`src/rtl/seq_pkg.sv`:
```
// seq_pkg: FSM states and default widths shared by the sequence generator and detector
package seq_pkg;
    localparam int PAT_W_DEF = 8;
    localparam int LEN_W_DEF = 4;
    localparam int CNT_W_DEF = 8;
    localparam int GAP_W_DEF = 3;
    typedef enum logic [1:0] {IDLE, SEND, GAP} state_t;
endpackage

```
`src/rtl/seq_shifter.sv`:
```
// seq_shifter: captured pattern plus working shift register, exposing the bit at position len-1
module seq_shifter import seq_pkg::*; #(
    parameter int PAT_W = PAT_W_DEF,
    parameter int LEN_W = LEN_W_DEF
) (
    input  logic             clk,
    input  logic             rst_n,
    input  logic             i_load,
    input  logic             i_reload,
    input  logic             i_shift,
    input  logic [PAT_W-1:0] i_data,
    input  logic [LEN_W-1:0] i_len,
    output logic [LEN_W-1:0] o_len,
    output logic             o_load_msb,
    output logic             o_head_msb,
    output logic             o_next_msb
);
    logic [PAT_W-1:0] r_cap;
    logic [PAT_W-1:0] r_sh;
    logic [LEN_W-1:0] r_len;

    function automatic logic msb_at(input logic [PAT_W-1:0] v, input logic [LEN_W-1:0] l);
        logic [PAT_W-1:0] t;
        t = v >> (l - 1'b1);
        return (l != '0) & t[0];
    endfunction

    // capture a new pattern, restart a repetition from the capture, or advance one bit
    always_ff @(posedge clk or negedge rst_n) begin
        if (!rst_n) begin
            r_cap <= '0;
            r_sh  <= '0;
            r_len <= '0;
        end else if (i_load) begin
            r_cap <= i_data;
            r_sh  <= i_data;
            r_len <= i_len;
        end else if (i_reload) begin
            r_sh <= r_cap;
        end else if (i_shift) begin
            r_sh <= r_sh << 1;
        end
    end

    assign o_len      = r_len;
    assign o_load_msb = msb_at(i_data, i_len);
    assign o_head_msb = msb_at(r_cap, r_len);
    assign o_next_msb = msb_at(r_sh << 1, r_len);
endmodule

```
`src/rtl/seq_gen.sv`:
```
// seq_gen: serial pattern transmitter, MSB-first with repeat count and inter-repeat gap
module seq_gen import seq_pkg::*; #(
    parameter int PAT_W = PAT_W_DEF,
    parameter int LEN_W = LEN_W_DEF,
    parameter int CNT_W = CNT_W_DEF,
    parameter int GAP_W = GAP_W_DEF
) (
    input  logic             clk,
    input  logic             rst_n,
    input  logic             start_valid,
    output logic             start_ready,
    input  logic [PAT_W-1:0] pat_data,
    input  logic [LEN_W-1:0] pat_len,
    input  logic [CNT_W-1:0] rep_cnt,
    input  logic [GAP_W-1:0] gap,
    input  logic             abort,
    output logic             seq_out,
    output logic             seq_vld,
    output logic             busy,
    output logic             done
);
    state_t           r_state, w_state;
    logic [LEN_W-1:0] r_bit, w_bit, w_len, w_cur_len;
    logic [CNT_W-1:0] r_rep, w_rep, w_reps;
    logic [GAP_W-1:0] r_gap, w_gap, r_gap_cfg, w_gap_cfg;
    logic             r_out, w_out, r_vld, w_vld, r_done, w_done;
    logic             w_load, w_reload, w_shift;
    logic             w_load_msb, w_head_msb, w_next_msb;

    assign w_len  = (pat_len > LEN_W'(PAT_W)) ? LEN_W'(PAT_W) : pat_len;
    assign w_reps = (rep_cnt == '0) ? CNT_W'(1) : rep_cnt;

    seq_shifter #(.PAT_W(PAT_W), .LEN_W(LEN_W)) u_shifter (
        .clk        (clk),
        .rst_n      (rst_n),
        .i_load     (w_load),
        .i_reload   (w_reload),
        .i_shift    (w_shift),
        .i_data     (pat_data),
        .i_len      (w_len),
        .o_len      (w_cur_len),
        .o_load_msb (w_load_msb),
        .o_head_msb (w_head_msb),
        .o_next_msb (w_next_msb)
    );

    // state, counters and registered serial outputs
    always_ff @(posedge clk or negedge rst_n) begin
        if (!rst_n) begin
            r_state   <= IDLE;
            r_bit     <= '0;
            r_rep     <= '0;
            r_gap     <= '0;
            r_gap_cfg <= '0;
            r_out     <= 1'b0;
            r_vld     <= 1'b0;
            r_done    <= 1'b0;
        end else begin
            r_state   <= w_state;
            r_bit     <= w_bit;
            r_rep     <= w_rep;
            r_gap     <= w_gap;
            r_gap_cfg <= w_gap_cfg;
            r_out     <= w_out;
            r_vld     <= w_vld;
            r_done    <= w_done;
        end
    end

    // next state: outputs default to idle line, each branch drives the bit it will present
    always_comb begin
        w_state   = r_state;
        w_bit     = r_bit;
        w_rep     = r_rep;
        w_gap     = r_gap;
        w_gap_cfg = r_gap_cfg;
        w_out     = 1'b0;
        w_vld     = 1'b0;
        w_done    = 1'b0;
        w_load    = 1'b0;
        w_reload  = 1'b0;
        w_shift   = 1'b0;
        case (r_state)
            IDLE: begin
                if (start_valid) begin
                    w_state   = SEND;
                    w_load    = 1'b1;
                    w_bit     = (w_len != '0) ? w_len - 1'b1 : '0;
                    w_rep     = w_reps;
                    w_gap     = '0;
                    w_gap_cfg = gap;
                    w_out     = w_load_msb;
                    w_vld     = (w_len != '0);
                end
            end
            SEND: begin
                if (abort) begin
                    w_state = IDLE;
                    w_bit   = '0;
                    w_rep   = '0;
                end else if (w_cur_len == '0 || (r_bit == '0 && r_rep == CNT_W'(1))) begin
                    w_state = IDLE;
                    w_done  = 1'b1;
                    w_rep   = '0;
                end else if (r_bit != '0) begin
                    w_bit   = r_bit - 1'b1;
                    w_shift = 1'b1;
                    w_out   = w_next_msb;
                    w_vld   = 1'b1;
                end else begin
                    w_rep = r_rep - 1'b1;
                    if (r_gap_cfg != '0) begin
                        w_state = GAP;
                        w_gap   = r_gap_cfg;
                    end else begin
                        w_reload = 1'b1;
                        w_bit    = w_cur_len - 1'b1;
                        w_out    = w_head_msb;
                        w_vld    = 1'b1;
                    end
                end
            end
            GAP: begin
                if (abort) begin
                    w_state = IDLE;
                    w_gap   = '0;
                    w_rep   = '0;
                end else if (r_gap == GAP_W'(1)) begin
                    w_state  = SEND;
                    w_gap    = '0;
                    w_reload = 1'b1;
                    w_bit    = w_cur_len - 1'b1;
                    w_out    = w_head_msb;
                    w_vld    = 1'b1;
                end else begin
                    w_gap = r_gap - 1'b1;
                end
            end
            default: w_state = IDLE;
        endcase
    end

    assign start_ready = (r_state == IDLE);
    assign busy        = (r_state != IDLE);
    assign seq_out     = r_out;
    assign seq_vld     = r_vld;
    assign done        = r_done;
endmodule
```
`config.mk`:
```
export PLATFORM = sky130hd
export DESIGN_NAME = seq_gen
export DESIGN_NICKNAME = d
export VERILOG_FILES = /design/src/rtl/seq_pkg.sv /design/src/rtl/seq_shifter.sv /design/src/rtl/seq_gen.sv
export SDC_FILE = /design/constraint.sdc
export NUM_CORES = 1
export LEC_CHECK = 0
export CORE_AREA = 2 2 74 76
export DETAILED_ROUTE_END_ITERATION = 8
export DIE_AREA = 0 0 76 78
export PLACE_DENSITY = 0.76
export SLEW_MARGIN = 20
export SYNTH_ARGS = -nofsm -noshare
export SYNTH_HDL_FRONTEND = slang
export SYNTH_SLANG_ARGS = --single-unit
```
`constraint.sdc`:
```
create_clock -name clk -period 2.64 [get_ports clk]
set_input_delay 0.264 -clock clk [delete_from_list [all_inputs] [get_ports clk]]
set_output_delay 0.264 -clock clk [all_outputs]
set_load 0.05 [all_outputs]
```
==> flow_summary_export.csv, run 1 <==
group,metric,value,unit
power_and_ir_drop,p_int,2.24,mW
route,drc,0,
timing,holdWs,0.111,ns
route,routed_via_density,5.80,
route,vias,2397,
cells_and_area,drive_gt1_frac,0.122,
synth,synth.most_common_cell,"nand2_1",
clocking,htree_levels,2,
setup_path,critPathLaunchType,"flop",
power_and_ir_drop,power.leakage,1.41,nW
clocking,cts_num_sinks,42,
timing,hold_viol,0,
power_and_ir_drop,power.density,1240,nW/um2
synth,synth_area,2820,um2
synth,netlist.top_cell.by_area,"dfrtp_1",
synth,synth.net_count,347,
clocking,cts_resized,0,
route,first_iter_violations,133,
clocking,cts_setup_buffers,0,
timing,maxSlewViolCount,0,
placement,gp_congestion,0.894,
cells_and_area,fin_cells,413,
synth,synth_edf_count,0,
setup_path,end_kind,"output port",
flow_run,drv_cap,0,
floorplanning,die_area,5930,um2
floorplanning,io_pins,32,
power_and_ir_drop,ir_drop,0.585,mV
setup_path,r2r_end,"r_rep[4]$_DFFE_PN0P_",
setup_path,cp.depth,4,
timing,slew_headroom,0.351,
global_routing,grt_max_degree,43,
cells_and_area,final_nets,382,
synth,synth_cell_types,57,
global_routing,grt_overflow_total,0,
setup_path,r2r_start,"u_shifter.o_len[1]$_DFFE_PN0P_",
synth,synth_top_area_frac,0.373,
placement,dp_cells,405,
synth,async_flop_share,1.00,
timing,timing.fmax,0.446,GHz
clocking,root_buffer,"clkbuf_8",
global_routing,antenna_found_initial,0,
timing,worst_pin_slew,0.974,ns
setup_path,cp_top_family,"buffers and inverters",
synth,synth-seq-cells,42,
power_and_ir_drop,pwr-share-clk,0.127,
setup_path,worstPathArrival,1.98,ns
synth,synth.area.top_cells,"dfrtp_1 (37%), nand2_1 (7.9%), mux2i_1 (6.0%)",
clocking,cts.reportedPaths.clkPinSlew,0.09,ns
global_routing,grt_pass1_vias,2326,
route,antenna_left,0,
timing,period_share,0.850,
clocking,numCtsBuffers,5,
timing,timing.final.crit_period,2.24,ns
setup_path,ff2ff_path_depth,8,
setup_path,crit_top_cell,"inv_1",
cells_and_area,final_area,3320,um2
placement,io_buffers,31,
clocking,cts_hold_buf,0,
power_and_ir_drop,netSwitchingFraction,0.458,
setup_path,cp_slowest_stage_delay,0.82,ns
cells_and_area,num_antenna_cells,0,
global_routing,grt_pass1_wl,11100,um
placement,placed_area,3210,um2
clocking,tritoncts,"yes",
setup_path,crit_chain,"inv_1 > ha_1 > inv_1 > clkdlybuf4s50_1",
route,drt-pass1-iter-count,4,
floorplanning,core-area,5040,um2
synth,syn_inst,307,
global_routing,grt_use_total,0.235,
route,wl_per_cell,15.7,um
synth,syn_area_per_cell,9.18,um2
power_and_ir_drop,comb_power_share,0.580,
power_and_ir_drop,seqPwrFrac,0.293,
setup_path,r2r_slack,0.44,ns
floorplanning,initial_core_util,0.559,
synth,yosysSeqAreaShare,0.373,
floorplanning,rows,26,
synth,ys.warnings.count,0,
synth,netlist_top_cells_count,"nand2_1 (59), dfrtp_1 (42), inv_1 (19)",
setup_path,critical_path.max_fanout,4,
timing,setup_violations,0,
clocking,cts_buffer_depth,2,
worst_hold_path,hold_class,"in2async",
timing,rsz0062_at_grt,"false",
placement,dpl.hpwl,4790,um
timing,clock_skew,0.00930,ns
power_and_ir_drop,p_switching,1.89,mW
synth,yosys_most_used_dff,"dfrtp_1",
cells_and_area,area_growth,17.8,%
clocking,clock_latency,0.30,ns
setup_path,critPathKind,"reg2out",
setup_path,crit_buf_inv,3,
timing,setup_tns,0,ns
route,finalWirelength,6490,um
floorplanning,die_width,76,um
setup_path,cp.required,2.38,ns
outcome,outcome,"finished, final reports clean",
setup_path,worst_path_max_delay_cell,"clkdlybuf4s50_1",
floorplanning,die-height,78,um
-- registers in the layout (all words and copies together), names as in the netlist, 2 cells and up --
| signal | count |
|---|---|
| r_rep | 8 |
| u_shifter.r_cap | 8 |
| u_shifter.r_sh | 7 |
| r_bit | 4 |
| u_shifter.o_len | 4 |
| r_gap | 3 |
| r_gap_cfg | 3 |
| r_state | 2 |
-- logic make-up after synthesis --
kind of cell	share of synthesized area
AO/OA/AOI/OAI	0.182
multiplexers	0.106
flip-flops	0.373
adder cells (fa/ha/maj)	0.0577
buffers and inverters	0.0497
AND/OR/NAND/NOR	0.216
XOR/XNOR	0.0155
-- metal layers --
metal	track usage	vias to the layer above	wire (um)
met5	0	-	0
met4	0.0764	0	68
met3	0.0419	5	252
met2	0.372	58	3120
met1	0.328	1168	3050
li1	-	1166	-
-- power by group through the flow --
| stage | sequential [mW] | clock [mW] | combinational [mW] |
|---|---|---|---|
| after global routing | 1.26 | 0.564 | 2.66 |
| after global placement | 1.21 | 0 | 2.33 |
| after floorplan | 1.20 | 0 | 1.78 |
| after CTS | 1.20 | 0.533 | 2.40 |
| final | 1.21 | 0.525 | 2.40 |
| after detailed placement | 1.21 | 0 | 2.39 |
-- worst max-delay path by stage --
stage | from | endpoint | slack [ns]
after detailed placement | pat_len[0] | seq_out$_DFF_PN0_ | 0.22
final | r_state[0]$_DFFE_PN0P_ | busy | 0.40
after global routing | r_bit[0]$_DFFE_PN0P_ | u_shifter.r_sh[0]$_DFFE_PN0P_ | 0.30
after CTS | r_state[0]$_DFFE_PN0P_ | busy | 0.38
after global placement | pat_len[0] | seq_out$_DFF_PN0_ | 0.32
after floorplan | r_state[0]$_DFFE_PN0P_ | u_shifter.r_sh[3]$_DFFE_PN0P_ | 0.25
-- through the flow --
stage | worst slack (ns) | utilization | total power, mW
5_1_grt | 0.300 | 0.659 | 4.48
4_1_cts | 0.378 | 0.659 | 4.14
2_1_floorplan | 0.247 | - | 2.97
3_5_place_dp | 0.224 | 0.637 | 3.60
3_3_place_gp | 0.317 | 0.637 | 3.54
6_report | 0.396 | 0.659 | 4.13
-- worst register-to-register path, delay by kind of cell, from the launching register on --
family | cells | cell delay [ns]
fa+ha+maj | 1 | 0.17
simple gates | 2 | 0.64
compound gates | 3 | 0.51
buf+inv | 2 | 0.33
flops | 1 | 0.42
-- placed cells by master (no fill, tap or decap), types with 2 or more instances in the layout --
master           synthesis  routed
nand3_1                  7       7
clkdlybuf4s50_1          0      30
nor2_2                   2       2
a21oi_1                 13      13
a221oi_1                 3       3
or3b_2                   2       2
o311ai_0                 2       2
nand2b_1                 7       7
inv_1                   19      19
mux4_2                   4       4
nor2_1                  16      16
a211oi_1                 3       3
o22ai_1                  5       5
clkbuf_8                 0       5
mux2_2                   2       2
nor3_1                   8       8
mux2i_1                 17      17
xnor2_1                  2       2
a32oi_1                  3       3
o31ai_1                  2       2
nor4_1                   3       3
o21ai_1                  2       2
or3_1                    2       2
o21ai_0                 16      16
nor3b_2                  2       2
nor2b_1                  5       5
o311ai_1                 4       4
a22oi_1                  2       2
ha_1                    13      13
o221ai_1                 2       2
buf_4                    1       9
dfrtp_1                 42      42
o21bai_1                 2       2
nand2_1                 59      59
xor2_1                   3       3
-- final cells by class --
class                           count  area (um2)
Clock buffer                        6        72.6
Clock inverter                      2        37.5
Fill cell                         438        1720
Inverter                           19        71.3
Multi-Input combinational cell    234        1630
Sequential cell                    42        1050
Tap cell                           70        87.6
Timing Repair Buffer               40         373
(Power assumes the default switching activity.)
==> run 2, diff against run 1 <==
Settings changed: CAP_MARGIN set to 20.
==> results of run 2 <==
No change in the layout: final DEF, timing and power equal those of run 1.
==> run 3, diff against run 2 <==
Settings changed: CORE_AREA 2 2 74 76 to 5 5 77 79, DIE_AREA 0 0 76 78 to 0 0 82 84.
==> flow_summary_export.csv, run 3 (synthesis gave the netlist of run 1 again) <==
group,metric,value,unit
cells_and_area,final_cell_mix,"nand2_1 (59), dfrtp_1 (42), clkdlybuf4s50_1 (30), inv_1 (19), mux2i_1 (17)",
placement,io_buffers,31,
setup_path,critPathKind,"reg2reg",
global_routing,grt_pass1_vias,2257,
clocking,root_buffer,"clkbuf_8",
setup_path,critical_path.max_fanout,13,
clocking,tritoncts,"yes",
setup_path,cp.required,2.82,ns
outcome,outcome,"finished, final reports clean",
timing,timing.fmax,0.451,GHz
route,drt-pass1-iter-count,4,
power_and_ir_drop,power.density,1230,nW/um2
route,drc,0,
floorplanning,rows,27,
flow_run,drv_cap,0,
floorplanning,initial_core_util,0.535,
cells_and_area,drive_gt1_frac,0.118,
floorplanning,core-area,5270,um2
placement,dpl.hpwl,4740,um
cells_and_area,utilization,0.628,
timing,maxSlewViolCount,0,
global_routing,grt_use_total,0.198,
clocking,cts_setup_buffers,0,
clocking,cts_resized,0,
floorplanning,die_width,82,um
setup_path,crit_buf_inv,1,
setup_path,r2r_slack,0.42,ns
route,routed_via_density,5.77,
cells_and_area,layout.cells.most_common,"nand2_1",
timing,period_share,0.840,
route,antenna_left,0,
timing,slew_headroom,0.377,
timing,setup_tns,0,ns
timing,worst_pin_slew,0.935,ns
setup_path,critPathLaunchType,"flop",
global_routing,grt_max_degree,43,
cells_and_area,area_growth,17.4,%
route,wl_per_cell,15.5,um
route,first_iter_violations,105,
floorplanning,die-height,84,um
setup_path,cp_top_family,"compound AO/OA/AOI/OAI gates",
timing,timing.final.crit_period,2.22,ns
floorplanning,die_area,6890,um2
global_routing,grt_overflow_total,0,
clocking,clock_latency,0.29,ns
power_and_ir_drop,ir_drop,0.626,mV
placement,gp_congestion,0.807,
timing,hold_viol,0,
power_and_ir_drop,power.leakage,1.41,nW
cells_and_area,final_nets,380,
cells_and_area,num_antenna_cells,0,
floorplanning,io_pins,32,
timing,setup_violations,0,
route,vias,2378,
clocking,cts.reportedPaths.clkPinSlew,0.08,ns
global_routing,grt_pass1_wl,10800,um
setup_path,end_kind,"flop",
clocking,cts_hold_buf,0,
route,finalWirelength,6380,um
clocking,cts_num_sinks,42,
clocking,numCtsBuffers,5,
setup_path,crit_chain,"inv_1 > ha_1 > or3b_2 > a211oi_2 > a22o_2 > mux2i_1 > o21ai_1",
timing,rsz0062_at_grt,"false",
clocking,cts_buffer_depth,2,
setup_path,worst_path_max_delay_cell,"or3b_2",
timing,clock_skew,0.00380,ns
cells_and_area,reg.largest.list,"r_rep: 8 flops, u_shifter.r_cap: 8 flops, u_shifter.r_sh: 7 flops",
setup_path,worstPathArrival,2.40,ns
global_routing,antenna_found_initial,0,
clocking,htree_levels,2,
setup_path,cp_slowest_stage_delay,0.49,ns
power_and_ir_drop,total_power,4.08,mW
worst_hold_path,hold_class,"in2async",
run 3: cell count changes in the layout (fill, tap and decap cells not counted), sizes merged:
cell | before | now
buf | 10 | 8
clkinvlp | 1 | 0
run 3: final cells by class:
type	instances	area, um2
Inverter	19	71.3
Clock inverter	1	30.0
Fill cell	479	1960
Sequential cell	42	1050
Tap cell	72	90.1
Multi-Input combinational cell	234	1630
Timing Repair Buffer	38	358
Clock buffer	6	82.6
run 3: power by group:
part	leakage (nW)	total [mW]	internal, mW	switching [mW]
sequential	0.533	1.21	0.936	0.275
combinational	0.815	2.34	0.994	1.34
clock	0.0573	0.528	0.303	0.225
run 3: worst register-to-register path, delay by kind of cell (launching register included):
kind | cells | cell delay [ns]
AOI/OAI and AO/OA | 3 | 0.68
and+or+nand+nor | 1 | 0.49
DFF | 1 | 0.42
muxes | 1 | 0.24
adders and majority gates | 1 | 0.18
buffers and inverters | 1 | 0.09
run 3: path summary, 6_finish.rpt:
| kind | from | endpoint | cells after the start |
|---|---|---|---|
| hold reg to reg | u_shifter.r_cap[7]$_DFFE_PN0P_ | u_shifter.r_cap[7]$_DFFE_PN0P_ | 2 |
| setup / recovery | r_bit[0]$_DFFE_PN0P_ | u_shifter.r_sh[0]$_DFFE_PN0P_ | 7 |
| hold / removal | rst_n | r_rep[7]$_DFFE_PN0P_ | 1 |
| min in group clk | u_shifter.r_cap[7]$_DFFE_PN0P_ | u_shifter.r_cap[7]$_DFFE_PN0P_ | 2 |
| setup reg to reg | r_bit[0]$_DFFE_PN0P_ | u_shifter.r_sh[0]$_DFFE_PN0P_ | 7 |
| max in group asynchronous | rst_n | r_gap[0]$_DFFE_PN0P_ | 1 |
run 3: stage by stage:
stage	std cells	cell area (um2)	worst slack, ns	hold slack (ns)
finish	412	3310	0.423	0.0898
global route	412	3310	0.293	0.183
CTS	412	3310	0.421	0.141
global placement	405	3200	0.313	0.453
floorplan	307	2820	0.247	-0.0316
detailed placement	405	3200	0.243	0.459
run 3: routing by layer:
| metal | vias up | GRT usage | share of wire |
|---|---|---|---|
| met5 | - | 0 | 0 |
| met4 | 0 | 0.0483 | 0.014 |
| li1 | 1168 | - | - |
| met1 | 1150 | 0.270 | 0.46 |
| met2 | 53 | 0.320 | 0.48 |
| met3 | 7 | 0.0400 | 0.046 |
==> variant 1 (config.mk and constraints of run 1) <==
`CNT_W_DEF`: 8 -> 9.
--- a/src/rtl/seq_pkg.sv
+++ b/src/rtl/seq_pkg.sv
@@ -4,3 +4,3 @@
     localparam int LEN_W_DEF = 4;
-    localparam int CNT_W_DEF = 8;
+    localparam int CNT_W_DEF = 9;
     localparam int GAP_W_DEF = 3;
Interface: changed (resized rep_cnt); port bits go from 32 to 33. No check against the original RTL was run, so the function may have changed too.
==> variant 1 against run 1 <==
Critical path depth is 3 higher; wire length up 2.6%; combinational power decreased by 2%; clock skew about the same; design area rose by 1.2%; setup slack worse by 0.21 ns; power is 2.5% lower; area after synthesis barely moved; non-clock buffer count increased by 4; sequential share of layout area grew 0.36 points; sequential cell count is 1 higher; hold slack gained 0.37 ns; critical path type is now flip-flop to flip-flop; largest power group unchanged.
==> variant 1: results (changes against run 1) <==
stage	metric	value	unit	change
pwr	Net Sw Frac	44.6	%	-1.2 points
placement	pre-CTS setup slack	0.249	ns	+0.0248 ns
cells_and_area	Post-Layout Cell Count	420		+1.7%
cells_and_area	# fillers	428		-2.3%
detailed_routing	total vias in the final route	2516		+5.0%
critical_path	CP Data Arrival Time	2.62	ns	+0.64 ns
yosys	mux share of post-synthesis cell area	9.98	%	-0.59 points
global_routing	vias in the first global route	2325		-0.043%
critical_path	reg-to-reg slack, setup	0.19	ns	-0.25 ns
placement	gpl congestion	0.847		-5.3%
critical_path	FF-to-FF Start	u_shifter.o_len[0]		
timing	final hold slack	0.485	ns	+0.373 ns
yosys	Seq/Total Area, Yosys	38.1	%	+0.85 points
yosys	syn nets	351		+1.2%
global_routing	GR Util met3	4.30	%	+0.12 points
detailed_routing	met2 routed WL	3110	um	-0.13%
critical_path	slowest CP cell	or3_1		
detailed_routing	initial drt markers	243		+83%
pwr	peak supply drop	0.813	mV	+39%
detailed_routing	Met1 Wirelength	3090	um	+1.2%
global_routing	GRT met1 Usage	34.6	%	+1.8 points
placement	placed inst area	0.00325	mm^2	+1.1%
critical_path	Crit. Startpoint	u_shifter.o_len[0]		
timing	min Tclk post-route	2.45	ns	+0.206 ns
detailed_routing	Post-Route WL	6660	um	+2.6%
outcome	outcome	finished, final reports clean		
yosys	Synth top cells by count	nand2_1 (51), dfrtp_1 (43), inv_1 (24), a21oi_1 (18), nor2_1 (16)		
yosys	Post-Synth XOR/XNOR Area	0.310	%	-1.2 points
==> variant 1: changes by cell type after synthesis, sizes merged, moves of 5 or more <==
cell           run 1  this run
nand2             60        51
mux2               3        11
o21ai             19        12
o211ai             2         9
o311ai             6         0
mux2i             17         9
inv               19        24
a21oi             14        20
==> variant 1: cell type report <==
type,count,share of cell area (%)
Tap cell,70,2.61
Inverter,24,2.68
Clock inverter,1,0.223
Multi-Input combinational cell,231,47.4
Timing Repair Buffer,44,12.2
Clock buffer,7,2.87
Sequential cell,43,32.0
==> variant 1: power by group through the flow <==
stage / registers [uW] / clock network [uW] / logic [uW]
after floorplan: 1200 / 0 / 1740
after global placement: 1190 / 0 / 2290
after detailed placement: 1200 / 0 / 2330
after CTS: 1190 / 486 / 2350
after global routing: 1230 / 514 / 2610
final: 1190 / 478 / 2360
==> variant 2 (config.mk and constraints of run 1) <==
Made on the original files. Make the reset (`rst_n`) synchronous in 2 clocked blocks.
--- a/src/rtl/seq_shifter.sv
+++ b/src/rtl/seq_shifter.sv
@@ -28,3 +28,3 @@
     // capture a new pattern, restart a repetition from the capture, or advance one bit
-    always_ff @(posedge clk or negedge rst_n) begin
+    always_ff @(posedge clk) begin
         if (!rst_n) begin
--- a/src/rtl/seq_gen.sv
+++ b/src/rtl/seq_gen.sv
@@ -47,3 +47,3 @@
     // state, counters and registered serial outputs
-    always_ff @(posedge clk or negedge rst_n) begin
+    always_ff @(posedge clk) begin
         if (!rst_n) begin
Behaviour: differs if rst_n is asserted again (counterexample within 4 cycles, from zero or initial values and one cycle with rst_n low); with rst_n held inactive, the same outputs for 10 cycles.
==> variant 2 against run 1 <==
Sequential cell count unchanged; wire length increased by 9.7%; highest routed layer unchanged; count of clock-buffer cells in the layout decreased by 1; design area decreased by 2.7%; area after synthesis decreased by 1.7%; hold slack improved by 0.35 ns; synthesized cell count increased by 8.5%; setup slack got worse by 0.055 ns.
Power is not compared: it rests on default switching activity, and its combinational part moved more than twofold at a synthesized area within 25%.
==> variant 2: results (changes against run 1) <==
stage	metric	value	unit	change
outcome	outcome	finished, final reports clean		
global_routing	vias in the first global route	2524		+8.5%
yosys	mux share of post-synthesis cell area	8.98	%	-1.6 points
timing	min Tclk post-route	2.30	ns	+0.0551 ns
yosys	asr flop ratio synth	0	%	-100 points
critical_path	delay-heaviest family, CP	simple AND/OR/NAND/NOR gates		
timing	Slew HR	34.8	%	-0.23 points
critical_path	Worst Reg-to-Reg Cells	7		-1
critical_path	CP Data Arrival Time	2.46	ns	+0.48 ns
detailed_routing	Pre-antenna DRT Iters	7		+3
timing	Setup Skew	0.00974	ns	+0.000437 ns
cells_and_area	layout cells sized above 1	8.82	%	-3.4 points
yosys	top cells by area, synth	dfxtp_1 (30%), ha_1 (6.3%), a21oi_1 (6.1%)		
placement	gpl congestion	0.919		+2.8%
cells_and_area	final net count	403		+5.5%
critical_path	Critical Path Sink	u_shifter.r_sh[3]		
global_routing	GR Util All Layers	25.5	%	+2.0 points
critical_path	slowest CP cell	nor3_1		
placement	placed inst area	0.00312	mm^2	-2.9%
min_path	Hold Crit Class	flip-flop to flip-flop		
yosys	Syn Inst Count	333		+8.5%
placement	Post-DP HPWL	5350	um	+12%
yosys	Synth top cells by count	dfxtp_1 (42), nand2_1 (41), a21oi_1 (34), nor2_1 (20), inv_1 (17)		
yosys	Post-Synth XOR/XNOR Area	1.53	%	-0.018 points
yosys	Adder-Cell Fraction of Synth Area	6.32	%	+0.55 points
critical_path	Crit path largest cell delay	0.52	ns	-0.30 ns
[variant 2: cell count changes after synthesis, moves of 4 or more]
cell | before | now
nor3_1 | 8 | 13
mux2i_1 | 17 | 11
o221ai_1 | 2 | 9
dfrtp_1 | 42 | 0
nor2_1 | 16 | 20
o311ai_1 | 4 | 0
a21oi_1 | 13 | 34
a211oi_1 | 3 | 8
o22ai_1 | 5 | 9
nand2_1 | 59 | 41
dfxtp_1 | 0 | 42
[variant 2: layer usage]
layer | routed length [um] | up-vias | GRT usage, % | part of all wire [%]
met5 | 0 | - | 0 | 0
met4 | 191 | 0 | 10.2 | 2.7
met3 | 325 | 25 | 4.42 | 4.6
met2 | 3450 | 96 | 42.3 | 48
met1 | 3150 | 1270 | 33.0 | 44
li1 | - | 1285 | - | -
[variant 2: final cells by class]
cell class                 instances  share of cell area, %
sequential                        42                   26.0
multi-input combinational        256                   54.1
clock buffer                       5                   2.13
timing repair buffer              40                   11.7
clock inverter                     3                   1.39
inverter                          17                   1.97
tap                               70                   2.71
